`src/rtl/word_serializer.sv`:
```
// Parallel-in, serial-out word reader: accepts a WIDTH-bit word on load/ready
// and presents it one bit per consumer step, pulsing done after the last bit.
module word_serializer #(
   parameter int WIDTH     = 8,
   parameter bit MSB_FIRST = 1'b0
) (
   input  logic             clk_i,
   input  logic             clrn_i,
   input  logic [WIDTH-1:0] d_i,
   input  logic             load_i,
   output logic             ready_o,
   input  logic             e_i,
   output logic             so_o,
   output logic             sv_o,
   output logic             done_o
);

   localparam int CNT_W = (WIDTH > 1) ? $clog2(WIDTH) : 1;
   localparam logic [CNT_W-1:0] LAST_BIT = CNT_W'(WIDTH - 1);

   typedef enum logic {
      IDLE  = 1'b0,
      SHIFT = 1'b1
   } state_t;

   state_t           state_q;
   logic [WIDTH-1:0] sreg_q;
   logic [CNT_W-1:0] cnt_q;
   logic             done_q;

   // The shift register is cleared on word completion so so_o idles low.
   always_ff @(posedge clk_i) begin
      if (!clrn_i) begin
         state_q <= IDLE;
         sreg_q  <= '0;
         cnt_q   <= '0;
         done_q  <= 1'b0;
      end else begin
         done_q <= 1'b0;
         case (state_q)
            IDLE: begin
               if (load_i) begin
                  sreg_q  <= d_i;
                  cnt_q   <= '0;
                  state_q <= SHIFT;
               end
            end
            SHIFT: begin
               if (e_i) begin
                  if (cnt_q == LAST_BIT) begin
                     done_q  <= 1'b1;
                     sreg_q  <= '0;
                     state_q <= IDLE;
                  end else begin
                     sreg_q <= MSB_FIRST ? (sreg_q << 1) : (sreg_q >> 1);
                     cnt_q  <= cnt_q + CNT_W'(1);
                  end
               end
            end
            default: state_q <= IDLE;
         endcase
      end
   end

   assign ready_o = (state_q == IDLE);
   assign sv_o    = (state_q == SHIFT);
   assign so_o    = sv_o & (MSB_FIRST ? sreg_q[WIDTH-1] : sreg_q[0]);
   assign done_o  = done_q;

endmodule

```
`config.mk`:
```
export PLATFORM = sky130hd
export DESIGN_NAME = word_serializer
export DESIGN_NICKNAME = d
export VERILOG_FILES = /design/src/rtl/word_serializer.sv
export SDC_FILE = /design/constraint.sdc
export NUM_CORES = 1
export LEC_CHECK = 0
export ABC_CLOCK_PERIOD_IN_PS = 1700
export CAP_MARGIN = 25
export CORE_ASPECT_RATIO = 1.25
export CORE_MARGIN = 3
export CORE_UTILIZATION = 30
export CTS_BUF_LIST = sky130_fd_sc_hd__clkbuf_2
export CTS_CLUSTER_SIZE = 20
export DETAILED_ROUTE_END_ITERATION = 16
export PLACE_DENSITY_LB_ADDON = 0.25
export SYNTH_ARGS = -nofsm -noshare
export SYNTH_HDL_FRONTEND = slang
export SYNTH_SLANG_ARGS = --single-unit
```
`constraint.sdc`:
```
create_clock -name clk_i -period 1.7 [get_ports clk_i]
set_input_delay 0.17 -clock clk_i [delete_from_list [all_inputs] [get_ports clk_i]]
set_output_delay 0.17 -clock clk_i [all_outputs]
set_load 0.03 [all_outputs]
```
==> summary.txt <==
Worst setup path
  • Crit path max-delay cell type: clkdlybuf4s50_1
  • Crit. End Element: output pin
  • Crit Path Max Fanout: 5
  • Critical Path, Cell by Cell: and2_1 > clkdlybuf4s50_1
  • Crit path from: sv_o$_SDFF_PN0_
  • Reg-to-reg slack, setup: 0.40 ns
  • Worst EP required: 1.53 ns
  • Worst reg2reg endpoint: sreg_q[4]$_SDFFE_PN0P_
  • Crit path launch type: flip-flop
  • Max stage delay on crit path: 0.66 ns
  • Reg2Reg Depth: 5
  • CP endpoint: so_o
  • Worst setup path category: reg -> out
  • Worst R2R Start: cnt_q[0]$_SDFFE_PN0P_
  • CP Data Arrival Time: 1.47 ns

Floorplanning
  • Starting Density: 33.4%
  • Die area: 0.00292 mm2
  • Die height: 59.7 um
  • Num rows: 18
  • # IOs: 16
  • Core region area: 0.00207 mm2
  • Die width: 49.0 um

Route
  • DRC viols: 0
  • Antenna-violating nets left: 0
  • TritonRoute pass-1 iters: 2
  • Iteration-0 DRC count of the detailed router: 5
  • Via count: 579
  • Via-to-Cell Ratio: 4.91
  • WL/cell: 11.9 um
  • Drt total wl: 1410 um

Logic synthesis
  • Xor and xnor area share after synthesis: 0%
  • Dominant cells by area after synthesis: dfxtp_1, nor3_2, a21oi_1
  • Synth Area in Compound Gates: 16.1%
  • Synth Warn #: 0
  • Post-synthesis adder-cell area fraction: 3.62%
  • Yosys top cell area share: 37.6%
  • Gate count of the mapped netlist: 72
  • Syn Std Cell Area: 692 um2
  • Syn Nets: 86
  • Library cells used by synthesis: 22
  • Sequential area share after synthesis: 37.6%
  • Largest family of logic cells by synthesized area: simple AND/OR/NAND/NOR gates
  • Synth area leader: dfxtp_1
  • Mux cell area share after synthesis: 0%
  • Syn avg cell area: 9.61 um2
  • Seq cells post-synth: 13
  • Simple logic cell fraction of the synthesized area: 34.9%

Cells and area
  • Fin nets: 103
  • Layout cells sized above 1: 25.0%
  • Fillers: 233
  • Antenna cell count: 0
  • Fin util: 41.9%
  • Syn-to-layout area delta: 25.5%

Clocking
  • CTS resizes: 0
  • Post-CTS Hold Buffers: 0
  • Clock buffer depth: 2
  • CTS clk-pin slew, worst paths: 0.14 ns
  • CTS sink count: 13
  • CTS tree: built
  • TritonCTS buffer count: 3
  • Post CTS Setup Buffer Count: 0
  • Skew-Pair Late Insertion Delay: 0.28 ns
  • Root Buffer Master: clkbuf_2
  • CTS H-tree depth: 1

Timing
  • Slew Limit Fails: 0
  • Fin. Hold Viols: 0
  • Tightest Pin Transition: 0.423 ns
  • Clock Skews: 0.0176 ns
  • Fin Setup TNS: 0 ns
  • Setup violations, final: 0
  • Fmax: 0.611 GHz
  • Slew Limit Headroom: 71.8%
  • Final critical-path share of the clock period: 96.3%
  • Tmin final: 1.64 ns
  • RSZ-0062 raised after global routing: false

Pwr
  • Int Pwr: 0.456 mW
  • Clk pwr share: 25.9%
  • NetSw: 0.186 mW
  • VDD IR-drop max: 410 uV
  • Power Dens Cells: 740 mW/mm2
  • Standby leakage power: 0.329 nW
  • Switch share: 29.0%
  • Seq pwr share: 52.8%
  • Logic gate share of total power: 21.3%

Global routing
  • Antenna violations before repair: 0
  • First-pass GRT wire length: 2360 um
  • Vias in the first global route: 563
  • GR Overflow Total: 0
  • Gr usage total: 10.8%
  • Largest net degree at the start of global routing: 14

Placed design
  • IO Port Bufs: 15
  • Gpl congestion: 0.719
  • DP Wirelength: 1020 um

Status
  • Status: completed

Job
  • Max_cap viols: 0

Worst hold path
  • Hold crit path type: in -> reg
## how the worst min path moves through the flow
stage	cells after the start	to	slack, ns	startpoint
2_1_floorplan	1	sv_o$_SDFF_PN0_	0.28	e_i
3_3_place_gp	2	cnt_q[2]$_SDFFE_PN0P_	0.46	cnt_q[2]$_SDFFE_PN0P_
3_5_place_dp	2	sreg_q[7]$_SDFFE_PN0P_	0.46	sreg_q[7]$_SDFFE_PN0P_
4_1_cts	3	sreg_q[7]$_SDFFE_PN0P_	0.42	d_i[7]
5_1_grt	3	sreg_q[7]$_SDFFE_PN0P_	0.41	d_i[7]
6_report	3	sreg_q[7]$_SDFFE_PN0P_	0.42	d_i[7]
## cell usage after synthesis, drive strengths merged
cell    number
nand2        4
nand3        4
nor2b        1
nand2b       2
and2         2
buf          5
and3         1
nor3        14
ha           2
inv          2
and3b        1
a21oi        7
a21boi       4
nand3b       1
o21ai        8
dfxtp       13
a31oi        1
## per-layer routing
layer	vias up	track usage, %	part of all wire, %
met4	0	7.32	1.9
met2	13	19.2	50
li1	288	-	-
met5	-	0	0
met1	274	11.1	44
met3	4	3.24	4.8
## power by group through the flow
stage,combinational (mW),clock (mW),sequential (mW)
after floorplan,0.0932,0,0.345
after global placement,0.135,0,0.345
after detailed placement,0.138,0,0.346
after CTS,0.138,0.172,0.339
after global routing,0.150,0.183,0.341
final,0.137,0.167,0.339
## through the flow
step / std cells / hold WS, ns / worst slack [ns] / area [um2] / power, mW
global route: 118 / 0.410 / 0.00466 / 868 / 0.675
floorplan: 72 / 0.280 / 0.528 / 692 / 0.439
finish: 118 / 0.419 / 0.0637 / 868 / 0.642
CTS: 118 / 0.421 / 0.0299 / 868 / 0.649
detailed placement: 114 / 0.462 / 0.306 / 848 / 0.484
global placement: 114 / 0.456 / 0.338 / 848 / 0.481
## area by class of cell
cell class	count	area [um2]	area share [%]
Multi-Input combinational cell	52	378	43.5
Sequential cell	13	260	30.0
Timing Repair Buffer	17	165	19.0
Tap cell	30	37.5	4.32
Clock buffer	4	20.0	2.31
Inverter	2	7.51	0.865
## cells in the final DEF, fill, tap and decap left out, types with 2 or more instances in the layout
| cell type | n |
|---|---|
| clkdlybuf4s50_1 | 15 |
| nor3_2 | 14 |
| dfxtp_1 | 13 |
| a21oi_1 | 7 |
| o21ai_1 | 6 |
| a21boi_1 | 4 |
| nand2_1 | 4 |
| clkbuf_2 | 4 |
| nand3_1 | 3 |
| inv_1 | 2 |
| and2_1 | 2 |
| o21ai_0 | 2 |
| ha_1 | 2 |
| buf_4 | 2 |
## critical path, delay by kind of cell, from the launching register on
kind                   cells  cell delay (ns)
buffers and inverters      1             0.66
DFF                        1             0.40
and+or+nand+nor            1             0.14
## cell families (layout without fill, tap and decap cells)
family / Yosys count / count (layout)
and+or+nand+nor: 30 / 30
buffers and inverters: 7 / 23
adders and majority gates: 2 / 2
DFF: 13 / 13
AOI/OAI and AO/OA: 20 / 20
## registers in the layout, summed over array words and instances, names as in the netlist
signal,count
cnt_q,3
sreg_q,8
done_o,1
sv_o,1
Note: power is estimated with default switching activity, not from simulation.
